$ cat src/rtl/regex_cpu_buffered_pkg.sv
// Shared types for the buffered regex execution unit.
// Optional perf counters: define REGEX_CPU_PERF_COUNTERS_EN.
package regex_cpu_buffered_pkg;

  localparam int OPCODE_WIDTH = 3;

  typedef enum logic [OPCODE_WIDTH-1:0] {
    ACCEPT                = 3'd0,
    SPLIT                 = 3'd1,
    MATCH_CHAR            = 3'd2,
    JMP                   = 3'd3,
    END_WITHOUT_ACCEPTING = 3'd4,
    MATCH_ANY             = 3'd5,
    ACCEPT_PARTIAL        = 3'd6,
    NOT_MATCH             = 3'd7
  } opcode_e;

  typedef enum logic [2:0] {
    IDLE,
    FETCH,
    DATA,
    EXEC,
    OUT,
    OUT2
  } state_e;

  function automatic int instr_data_width(int mem_w);
    return mem_w - OPCODE_WIDTH;
  endfunction

endpackage

$ cat src/rtl/regex_cpu_buffered_if.sv
// Thread-in, thread-out and instruction-fetch handshakes.
// master = execution unit, slave = scheduler/memory side.
interface regex_cpu_buffered_if #(
  parameter int PC_WIDTH          = 9,
  parameter int CC_ID_BITS        = 2,
  parameter int MEMORY_WIDTH      = 16,
  parameter int MEMORY_ADDR_WIDTH = 11
);
  logic                         input_pc_valid;
  logic [CC_ID_BITS-1:0]        input_cc_id;
  logic [PC_WIDTH-1:0]          input_pc;
  logic                         input_pc_ready;
  logic                         memory_valid;
  logic [MEMORY_ADDR_WIDTH-1:0] memory_addr;
  logic                         memory_ready;
  logic [MEMORY_WIDTH-1:0]      memory_data;
  logic                         output_pc_valid;
  logic [PC_WIDTH-1:0]          output_pc;
  logic [CC_ID_BITS-1:0]        output_cc_id;
  logic                         output_pc_ready;

  modport master (
    input  input_pc_valid, input_cc_id, input_pc,
    output input_pc_ready,
    output memory_valid, memory_addr,
    input  memory_ready, memory_data,
    output output_pc_valid, output_pc, output_cc_id,
    input  output_pc_ready
  );

  modport slave (
    output input_pc_valid, input_cc_id, input_pc,
    input  input_pc_ready,
    input  memory_valid, memory_addr,
    output memory_ready, memory_data,
    input  output_pc_valid, output_pc, output_cc_id,
    output output_pc_ready
  );
endinterface

$ cat src/rtl/regex_cpu_pc_fifo.sv
// Input thread queue of {cc_id, pc} entries.
// Push is ignored when full, pop ignored when empty.
module regex_cpu_pc_fifo #(
  parameter int DEPTH = 4,
  parameter int W     = 11
) (
  input  logic         clk,
  input  logic         rst,
  input  logic         push,
  input  logic [W-1:0] push_data,
  input  logic         pop,
  output logic [W-1:0] head,
  output logic         full,
  output logic         empty
);
  localparam int AW = $clog2(DEPTH);

  logic [DEPTH-1:0][W-1:0] mem_q, mem_d;
  logic [AW:0]             wr_q, wr_d;
  logic [AW:0]             rd_q, rd_d;

  assign empty = (wr_q == rd_q);
  assign full  = (wr_q[AW] != rd_q[AW]) &&
                 (wr_q[AW-1:0] == rd_q[AW-1:0]);
  assign head  = mem_q[rd_q[AW-1:0]];

  // Pointer and storage update
  always_comb begin
    mem_d = mem_q;
    wr_d  = wr_q;
    rd_d  = rd_q;
    if (push && !full) begin
      mem_d[wr_q[AW-1:0]] = push_data;
      wr_d = wr_q + (AW+1)'(1);
    end
    if (pop && !empty) begin
      rd_d = rd_q + (AW+1)'(1);
    end
  end

  // State registers
  always_ff @(posedge clk or negedge rst) begin
    if (!rst) begin
      mem_q <= '0;
      wr_q  <= '0;
      rd_q  <= '0;
    end else begin
      mem_q <= mem_d;
      wr_q  <= wr_d;
      rd_q  <= rd_d;
    end
  end
endmodule

$ cat src/rtl/regex_cpu_buffered.sv
// Regex execution unit with input thread FIFO.
// Optional perf counters: define REGEX_CPU_PERF_COUNTERS_EN.
module regex_cpu_buffered
  import regex_cpu_buffered_pkg::*;
#(
  parameter int PC_WIDTH          = 9,
  parameter int CC_ID_BITS        = 2,
  parameter int CHARACTER_WIDTH   = 8,
  parameter int MEMORY_WIDTH      = 16,
  parameter int MEMORY_ADDR_WIDTH = 11,
  parameter int FIFO_DEPTH        = 4
) (
  input  logic clk,
  input  logic rst,
  input  logic [(2**CC_ID_BITS)*CHARACTER_WIDTH-1:0] current_characters,
  input  logic [(2**CC_ID_BITS)-1:0]                 end_of_string,
  regex_cpu_buffered_if.master                       bus,
  output logic                                       accepts
`ifdef REGEX_CPU_PERF_COUNTERS_EN
  ,
  output logic [31:0] perf_instr_count,
  output logic [31:0] perf_accept_count
`endif
);
  localparam int IDW = instr_data_width(MEMORY_WIDTH);
  localparam int TW  = CC_ID_BITS + PC_WIDTH;

  state_e                  state_q, state_d;
  logic [PC_WIDTH-1:0]     pc_q, pc_d;
  logic [CC_ID_BITS-1:0]   cc_q, cc_d;
  logic [MEMORY_WIDTH-1:0] instr_q, instr_d;
  logic [PC_WIDTH-1:0]     out_pc_q, out_pc_d;
  logic [CC_ID_BITS-1:0]   out_cc_q, out_cc_d;
  logic                    acc_q, acc_d;
  logic                    fifo_pop, fifo_full, fifo_empty;
  logic [TW-1:0]           fifo_head;
  logic                    exec_fire;

  opcode_e                  op;
  logic [IDW-1:0]           data;
  logic [CHARACTER_WIDTH-1:0] ch;
  logic                     eos;
  logic [PC_WIDTH-1:0]      pc_inc, tgt;
  logic [CC_ID_BITS-1:0]    cc_inc;

  assign op     = opcode_e'(instr_q[MEMORY_WIDTH-1 -: OPCODE_WIDTH]);
  assign data   = instr_q[IDW-1:0];
  assign tgt    = data[PC_WIDTH-1:0];
  assign ch     = current_characters[cc_q*CHARACTER_WIDTH +: CHARACTER_WIDTH];
  assign eos    = end_of_string[cc_q];
  assign pc_inc = pc_q + PC_WIDTH'(1);
  assign cc_inc = cc_q + CC_ID_BITS'(1);

  regex_cpu_pc_fifo #(.DEPTH(FIFO_DEPTH), .W(TW)) u_fifo (
    .clk       (clk),
    .rst       (rst),
    .push      (bus.input_pc_valid),
    .push_data ({bus.input_cc_id, bus.input_pc}),
    .pop       (fifo_pop),
    .head      (fifo_head),
    .full      (fifo_full),
    .empty     (fifo_empty)
  );

  assign bus.input_pc_ready  = !fifo_full;
  assign bus.memory_valid    = (state_q == FETCH);
  assign bus.memory_addr     = MEMORY_ADDR_WIDTH'(pc_q);
  assign bus.output_pc_valid = (state_q == OUT) || (state_q == OUT2);
  assign bus.output_pc       = out_pc_q;
  assign bus.output_cc_id    = out_cc_q;
  assign accepts             = acc_q;

  // Thread sequencing: pop, fetch, execute, emit successors
  always_comb begin
    state_d   = state_q;
    pc_d      = pc_q;
    cc_d      = cc_q;
    instr_d   = instr_q;
    out_pc_d  = out_pc_q;
    out_cc_d  = out_cc_q;
    acc_d     = 1'b0;
    fifo_pop  = 1'b0;
    exec_fire = 1'b0;
    unique case (state_q)
      IDLE: begin
        if (!fifo_empty) begin
          fifo_pop = 1'b1;
          pc_d     = fifo_head[PC_WIDTH-1:0];
          cc_d     = fifo_head[TW-1:PC_WIDTH];
          state_d  = FETCH;
        end
      end
      FETCH: if (bus.memory_ready) state_d = DATA;
      DATA: begin
        instr_d = bus.memory_data;
        state_d = EXEC;
      end
      EXEC: begin
        exec_fire = 1'b1;
        state_d   = IDLE;
        out_cc_d  = cc_q;
        unique case (op)
          JMP: begin
            out_pc_d = tgt;
            state_d  = OUT;
          end
          SPLIT: begin
            out_pc_d = pc_inc;
            state_d  = OUT;
          end
          MATCH_CHAR, NOT_MATCH, MATCH_ANY: begin
            if (!eos &&
                (op == MATCH_ANY ||
                 ((ch == data[CHARACTER_WIDTH-1:0]) == (op == MATCH_CHAR)))) begin
              out_pc_d = pc_inc;
              out_cc_d = cc_inc;
              state_d  = OUT;
            end
          end
          ACCEPT:         acc_d = eos;
          ACCEPT_PARTIAL: acc_d = 1'b1;
          default: ;
        endcase
      end
      OUT: begin
        if (bus.output_pc_ready) begin
          if (op == SPLIT) begin
            out_pc_d = tgt;
            state_d  = OUT2;
          end else begin
            state_d = IDLE;
          end
        end
      end
      OUT2: if (bus.output_pc_ready) state_d = IDLE;
      default: state_d = IDLE;
    endcase
  end

  // Execution state registers
  always_ff @(posedge clk or negedge rst) begin
    if (!rst) begin
      state_q  <= IDLE;
      pc_q     <= '0;
      cc_q     <= '0;
      instr_q  <= '0;
      out_pc_q <= '0;
      out_cc_q <= '0;
      acc_q    <= 1'b0;
    end else begin
      state_q  <= state_d;
      pc_q     <= pc_d;
      cc_q     <= cc_d;
      instr_q  <= instr_d;
      out_pc_q <= out_pc_d;
      out_cc_q <= out_cc_d;
      acc_q    <= acc_d;
    end
  end

`ifdef REGEX_CPU_PERF_COUNTERS_EN
  logic [31:0] icnt_q, icnt_d;
  logic [31:0] acnt_q, acnt_d;

  // Saturating instruction and accept counters
  always_comb begin
    icnt_d = icnt_q;
    acnt_d = acnt_q;
    if (exec_fire && icnt_q != '1) icnt_d = icnt_q + 32'd1;
    if (acc_q && acnt_q != '1)     acnt_d = acnt_q + 32'd1;
  end

  // Counter registers
  always_ff @(posedge clk or negedge rst) begin
    if (!rst) begin
      icnt_q <= '0;
      acnt_q <= '0;
    end else begin
      icnt_q <= icnt_d;
      acnt_q <= acnt_d;
    end
  end

  assign perf_instr_count  = icnt_q;
  assign perf_accept_count = acnt_q;
`endif
endmodule

$ cat src/flat_wrapper.sv
// flat-port wrapper written by rule: the top's interface ports become plain ports
module regex_cpu_buffered_flat import regex_cpu_buffered_pkg::*;
#(
  parameter int PC_WIDTH          = 9,
  parameter int CC_ID_BITS        = 2,
  parameter int CHARACTER_WIDTH   = 8,
  parameter int MEMORY_WIDTH      = 16,
  parameter int MEMORY_ADDR_WIDTH = 11,
  parameter int FIFO_DEPTH        = 4
)
  (clk, rst, current_characters, end_of_string, accepts, bus_input_pc_valid, bus_input_cc_id, bus_input_pc, bus_input_pc_ready, bus_memory_valid, bus_memory_addr, bus_memory_ready, bus_memory_data, bus_output_pc_valid, bus_output_pc, bus_output_cc_id, bus_output_pc_ready);
  regex_cpu_buffered_if #(.PC_WIDTH(PC_WIDTH), .CC_ID_BITS(CC_ID_BITS), .MEMORY_WIDTH(MEMORY_WIDTH), .MEMORY_ADDR_WIDTH(MEMORY_ADDR_WIDTH)) bus_i ();
  input  logic clk;
  input  logic rst;
  input  logic [(2**CC_ID_BITS)*CHARACTER_WIDTH-1:0] current_characters;
  input  logic [(2**CC_ID_BITS)-1:0] end_of_string;
  output logic accepts;
  input wire logic [$bits(bus_i.input_pc_valid)-1:0] bus_input_pc_valid;
  input wire logic [$bits(bus_i.input_cc_id)-1:0] bus_input_cc_id;
  input wire logic [$bits(bus_i.input_pc)-1:0] bus_input_pc;
  output wire logic [$bits(bus_i.input_pc_ready)-1:0] bus_input_pc_ready;
  output wire logic [$bits(bus_i.memory_valid)-1:0] bus_memory_valid;
  output wire logic [$bits(bus_i.memory_addr)-1:0] bus_memory_addr;
  input wire logic [$bits(bus_i.memory_ready)-1:0] bus_memory_ready;
  input wire logic [$bits(bus_i.memory_data)-1:0] bus_memory_data;
  output wire logic [$bits(bus_i.output_pc_valid)-1:0] bus_output_pc_valid;
  output wire logic [$bits(bus_i.output_pc)-1:0] bus_output_pc;
  output wire logic [$bits(bus_i.output_cc_id)-1:0] bus_output_cc_id;
  input wire logic [$bits(bus_i.output_pc_ready)-1:0] bus_output_pc_ready;
  assign bus_i.input_pc_valid = bus_input_pc_valid;
  assign bus_i.input_cc_id = bus_input_cc_id;
  assign bus_i.input_pc = bus_input_pc;
  assign bus_input_pc_ready = bus_i.input_pc_ready;
  assign bus_memory_valid = bus_i.memory_valid;
  assign bus_memory_addr = bus_i.memory_addr;
  assign bus_i.memory_ready = bus_memory_ready;
  assign bus_i.memory_data = bus_memory_data;
  assign bus_output_pc_valid = bus_i.output_pc_valid;
  assign bus_output_pc = bus_i.output_pc;
  assign bus_output_cc_id = bus_i.output_cc_id;
  assign bus_i.output_pc_ready = bus_output_pc_ready;
  regex_cpu_buffered #(.PC_WIDTH(PC_WIDTH), .CC_ID_BITS(CC_ID_BITS), .CHARACTER_WIDTH(CHARACTER_WIDTH), .MEMORY_WIDTH(MEMORY_WIDTH), .MEMORY_ADDR_WIDTH(MEMORY_ADDR_WIDTH), .FIFO_DEPTH(FIFO_DEPTH)) u_core (.clk(clk), .rst(rst), .current_characters(current_characters), .end_of_string(end_of_string), .bus(bus_i), .accepts(accepts));
endmodule
$ cat config.mk
export PLATFORM = sky130hd
export DESIGN_NAME = regex_cpu_buffered_flat
export DESIGN_NICKNAME = d
export VERILOG_FILES = /design/src/rtl/regex_cpu_buffered_pkg.sv /design/src/rtl/regex_cpu_buffered_if.sv /design/src/rtl/regex_cpu_pc_fifo.sv /design/src/rtl/regex_cpu_buffered.sv /design/src/flat_wrapper.sv
export SDC_FILE = /design/constraint.sdc
export NUM_CORES = 1
export LEC_CHECK = 0
export BUFFER_PORTS_ARGS = -buffer_cell sky130_fd_sc_hd__buf_2
export CORE_MARGIN = 5
export CORE_UTILIZATION = 55
export DETAILED_ROUTE_END_ITERATION = 16
export PLACE_DENSITY = 0.86
export SYNTH_ARGS = -nofsm -noshare
export SYNTH_HDL_FRONTEND = slang
export SYNTH_SLANG_ARGS = --single-unit
$ cat constraint.sdc
create_clock -name clk -period 2.8 [get_ports clk]
set_input_delay 0 -clock clk [delete_from_list [all_inputs] [get_ports clk]]
set_output_delay 0 -clock clk [all_outputs]
set_load 0.03 [all_outputs]
==> results of run 1 <==
[cells by family after synthesis]
group	after synthesis	synth area share
simple gates	57	0.0619
compound gates	29	0.0386
xor+xnor	22	0.0438
fa+ha+maj	6	0.0170
buf+inv	24	0.0241
mux	100	0.314
other cells	1	0.000851
flops	88	0.500
[report_power, final]
part           internal [mW]  switching (mW)  leakage (nW)
clock network          0.451           0.478         0.109
registers               1.93           0.535          1.05
logic                   1.67            1.54          1.30
[sequential cells by signal (all words and copies together), names as in the netlist]
| signal | cells |
|---|---|
| u_core.u_fifo.wr_q | 3 |
| u_core.state_q | 3 |
| u_core.instr_q | 12 |
| u_core.bus.output_pc | 9 |
| u_core.bus.output_cc_id | 2 |
| u_core.u_fifo.mem_q | 44 |
| u_core.pc_q | 9 |
| u_core.cc_q | 2 |
| u_core.accepts | 1 |
| u_core.u_fifo.rd_q | 3 |
[repair_timing]
| action | in CTS | in global routing |
|---|---|---|
| resized for setup | 0 | 2 |
| endpoints found under the hold margin | 146 | 0 |
| endpoints found under the setup margin | 0 | 11 |
| hold buffers | 26 | 0 |
| setup buffers | 0 | 4 |
[area by class of cell]
type                       count  area (sq um)  area share
tap                          102           128      0.0234
timing repair buffer         122           776       0.142
multi-input combinational    216          2110       0.387
inverter                       5          18.8     0.00345
clock buffer                  10           138      0.0253
sequential                    88          2200       0.405
clock inverter                 6          76.3      0.0140
[cell usage after synthesis, types with 2 or more instances]
cell,n
mux4_1,9
xnor2_1,14
mux2i_1,3
buf_4,2
ha_1,6
nor3b_1,2
clkbuf_1,14
inv_1,5
dfrtp_1,88
nand2b_1,2
mux4_2,11
a21oi_1,14
and3_1,3
nor4_1,2
or3_1,2
a31oi_1,2
mux2_2,77
nor3_1,2
xor2_1,8
nand2_1,16
nor2_1,16
nand3_1,4
or2_2,2
nand4_1,3
o21ai_0,10
[final timing paths]
path | cells after the start | to | slack, ps
min in group asynchronous | 2 | u_core.instr_q[13] | 370
max reg2reg | 9 | u_core.bus.output_pc[7] | 150
max in group asynchronous | 2 | u_core.cc_q[0] | 1670
min reg2reg | 1 | u_core.u_fifo.wr_q[2] | 500
max | 9 | u_core.bus.output_pc[7] | 150
min | 3 | u_core.u_fifo.wr_q[0] | 90
[worst register-to-register path, delay by kind of cell (launching register included)]
family | cells | cell delay, ps
xor gates and xnor gates | 1 | 220
DFF | 1 | 400
AOI/OAI and AO/OA | 3 | 450
and+or+nand+nor | 1 | 180
buffers and inverters | 2 | 340
muxes | 2 | 950
[through the flow]
step	utilization	worst slack, ps	instances	power, mW
after detailed placement	0.635	115	503	5.58
after floorplan	-	400	328	4.77
after global placement	0.635	176	503	5.40
after CTS	0.696	86.8	545	6.55
after global routing	0.701	-10.6	549	7.05
final	0.701	154	549	6.59
[layer usage]
metal	vias to the layer above	wire (um)
met5	-	0
met3	18	636
met1	1529	4110
met2	111	5070
li1	1419	-
met4	0	180
==> impl_metrics.toml, run 1 <==
[final_layout]
drive_gt1_frac = 0.459
fin_nets = 516
final_area_sq_um = 5450
fillers = 552
num_antenna_cells = 0
area_delta_synth_final_pct = 23.6
layout_common_cells = "87 x buf_2, 87 x dfrtp_1, 77 x mux2_2, 26 x dlygate4sd3_1"

[timing]
hold_ws_ps = 94.8
setup_viol = 0
max_freq_mhz = 378
worstMarginPinSlew_ps = 1080
fin_tns_setup_ps = 0
period_minus_slack_ps = 2650
period_share = 0.945
maxSlewHeadroom = 0.282
skew_ps = 11.7
hold_viol_final = 0
slew_viol_final = 0

[worst_setup_path]
slowest_delay_ps = 600
crit_family = "multiplexers"
cp_max_fo = 8
crit_required_ps = 3060
path_cells = "buf_12 -> mux4_1 -> xnor2_1 -> nand4_1 -> o21ai_1 -> o31ai_1 -> a22oi_4 -> buf_2 -> mux2_2"
endpoint_kind = "flop"
r2r_start = "u_core.cc_q[0]"
crit_buf_inv = 2
critical_path_arrival_ps = 2900
worstSetupPathType = "reg2reg"
worstSetupStartpointType = "flop"
slowest_stage = "mux4_1"
startpoint = "u_core.cc_q[0]"

[detailed_routing]
wire_per_inst_um = 18.2
drt_pass1_iterations = 6
drc_errors = 0
wl_um = 10000
drt_iter0_drc = 95
ant_nets = 0
vias = 3077
viasPerCell = 5.60

[clock_tree]
clock_path_buffers = 2
path_clk_slew_ps = 100
clock_latency_ps = 360
cts.htree.levels = 3
ctsRootBufferMaster = "clkbuf_8"
cts_inserted_buffers = 9
cts_tree = "done"
cts.sink_count = 88

[global_route]
use_met3 = 0.0470
grt_start_max_net_pins = 89
met2_usage = 0.367
grt-ovfl-total = 0
grt_pass1_vias = 3237
grt_first_pass_wirelength_um = 16600
grt_use_total = 0.212
use_met1 = 0.269
gr-max-usage-layer = "met2"
antenna_found_initial = 0

[pwr]
peakVddDrop_mv = 0.440
power_density_nw_per_um2 = 1210
p_leak_nw = 2.45

[floorplan]
die_h_um = 99.5
die-area_sq_um = 9900
ios = 94
core_sq_um = 7770
initial_utilization = 0.567
num_rows = 32
chipWidth_um = 99.5

[synth]
synthesis.instances = 327
synth-seq-area-share = 0.500
synth_edf_count = 0
synth_top_area_frac = 0.500
synth_area_sq_um = 4400
syn_area_per_cell_sq_um = 13.5
yosys_most_used_dff = "dfrtp_1"
synth.area.top_cells = "dfrtp_1 50%, mux2_2 20%, mux4_2 5.6%"
synthArstFlopShare = 1.00
synth_top_cell_by_area = "dfrtp_1"
synth-seq-cells = 88
synth_cell_types = 35
yosys_warnings = 0

[place]
routabilityCongestion = 1.00
dp_hpwl_um = 6920
place_area_sq_um = 4930
io_buffers = 87

[worst_hold_path]
min_from = "bus_input_pc_valid"
min_path_type = "in2reg"

[outcome]
outcome = "finished clean"

[run]
drv_cap = 0
Note: power is estimated with default switching activity, not from simulation.
==> run 2: changes to the inputs <==
--- a/config.mk
+++ b/config.mk
@@ -7,9 +7,12 @@
 export LEC_CHECK = 0
 export BUFFER_PORTS_ARGS = -buffer_cell sky130_fd_sc_hd__buf_2
 export CORE_MARGIN = 5
-export CORE_UTILIZATION = 55
+export CORE_UTILIZATION = 57
+export CTS_BUF_LIST = sky130_fd_sc_hd__clkbuf_8
 export DETAILED_ROUTE_END_ITERATION = 16
-export PLACE_DENSITY = 0.86
+export HOLD_SLACK_MARGIN = 0.06
+export PLACE_DENSITY = 0.89
 export SYNTH_ARGS = -nofsm -noshare
 export SYNTH_HDL_FRONTEND = slang
 export SYNTH_SLANG_ARGS = --single-unit
+export TNS_END_PERCENT = 100
==> run 2 against run 1 <==
Against the previous run:
- cell count decreased by 0.55%
- clock power decreased by 3.9%
- sequential cell count unchanged
- die area decreased by 3.2%
- critical path type unchanged
- non-clock buffer count decreased by 3
- setup slack improved by 63 ps
- utilization increased by 1.1 points
- sequential power increased by 2%
- register-to-register slack improved by 60 ps
- combinational power decreased by 2%
- largest power group unchanged
- global-route usage increased by 0.96 points
- power decreased by 0.80%
==> impl_metrics.toml, run 2 (synthesized netlist as in run 1, its figures left out) <==
[pwr]
p_leak_nw = 2.44
p_total_mw = 6.54
peakVddDrop_mv = 0.572
power_density_nw_per_um2 = 1210

[final_layout]
largest_reg_flops = 44
layout_common_cells = "87 x dfrtp_1, 86 x buf_2, 77 x mux2_2, 26 x dlygate4sd3_1"
regMostFlops = "u_core.u_fifo.mem_q"
fillers = 508
largestRegisters = "u_core.u_fifo.mem_q (44), u_core.instr_q (12)"
layout_commonest_cell = "dfrtp_1"
fin_util = 0.712
final_area_sq_um = 5410
drive_gt1_frac = 0.453
fin_nets = 513
num_antenna_cells = 0
area_delta_synth_final_pct = 22.9
stdcell_count = 546

[detailed_routing]
wire_per_inst_um = 18.5
drc_errors = 0
drt_iter0_drc = 118
vias = 3103
wl_um = 10100
ant_nets = 0
drt_pass1_iterations = 4
viasPerCell = 5.68

[global_route]
grt_start_max_net_pins = 89
grt-ovfl-total = 0
grt_pass1_vias = 3260
grt_use_total = 0.222
antenna_found_initial = 0
grt_first_pass_wirelength_um = 16800

[run]
drv_cap = 0

[floorplan]
ios = 94
initial_utilization = 0.579
chipWidth_um = 97.9
die-area_sq_um = 9580
num_rows = 32
die_h_um = 97.9
core_sq_um = 7610

[clock_tree]
ctsRootBufferMaster = "clkbuf_8"
cts_tree = "done"
cts.sink_count = 88
clock_path_buffers = 2
clock_latency_ps = 360
cts.htree.levels = 3
path_clk_slew_ps = 80
cts_inserted_buffers = 9

[timing]
period_minus_slack_ps = 2580
skew_ps = 10.6
max_freq_mhz = 387
maxSlewHeadroom = 0.282
slew_viol_final = 0
setup_ws_ps = 217
hold_ws_ps = 97.3
setup_viol = 0
rsz0062_at_grt = "false"
worstMarginPinSlew_ps = 1080
hold_viol_final = 0
fin_tns_setup_ps = 0
period_share = 0.922

[worst_setup_path]
worstSetupPathType = "reg2reg"
worstSetupStartpointType = "flop"
critical_path_arrival_ps = 2820
endpoint_kind = "flop"
crit_required_ps = 3040
cp_max_fo = 10

[outcome]
outcome = "finished clean"

[place]
dp_hpwl_um = 6990
pre_cts_ws_ps = 72.3
place_area_sq_um = 4930
io_buffers = 87
placedCellCount = 503
routabilityCongestion = 0.988

[worst_hold_path]
min_path_type = "in2reg"
-- run 2: power breakdown --
group          switching, mW  leakage [nW]  internal (mW)
sequential             0.575          1.05           1.93
clock                  0.469         0.104          0.423
combinational           1.50          1.29           1.64
-- run 2: worst paths after layout --
check	startpoint	endpoint	cells past startpoint	slack, ps
worst max register to register	u_core.cc_q[0]	u_core.bus.output_pc[1]	8	220
worst max-delay path	u_core.cc_q[0]	u_core.bus.output_pc[1]	8	220
worst min register to register	u_core.u_fifo.wr_q[2]	u_core.u_fifo.wr_q[2]	1	500
worst min-delay path	bus_input_pc_valid	u_core.u_fifo.wr_q[0]	3	100
max in group asynchronous	rst	u_core.cc_q[0]	2	1670
min in group asynchronous	rst	u_core.instr_q[15]	2	370
-- run 2: cell type report --
class                           instances  area [sq um]  share of cell area
Timing Repair Buffer                  119           756               0.140
Clock inverter                          7          78.8              0.0146
Clock buffer                            9           124              0.0229
Inverter                                5          18.8             0.00347
Sequential cell                        88          2200               0.407
Tap cell                              102           128              0.0236
Multi-Input combinational cell        216          2110               0.389
-- run 2: critical path, cell delays in order (launching register included) --
cell and delay (ps):
dfrtp_2 510, mux4_1 600, xnor2_1 190, nand4_1 170, o21ai_0 180, o31ai_1 140, a22oi_4 210, buf_12 160
mux2_2 330
-- run 2: routing by layer --
| metal | track usage | share of wire | vias up | wire (um) |
|---|---|---|---|---|
| met2 | 0.379 | 0.51 | 148 | 5180 |
| met4 | 0.0884 | 0.024 | 0 | 246 |
| met1 | 0.270 | 0.38 | 1518 | 3860 |
| met5 | 0 | 0 | - | 0 |
| met3 | 0.0550 | 0.081 | 27 | 814 |
| li1 | - | - | 1410 | - |
-- run 2: timing repair --
item,CTS,global route
hold buffers,26,0
endpoints found under the hold margin,146,0
buffers inserted,0,1
setup endpoints to repair,0,9
resized for setup,0,1
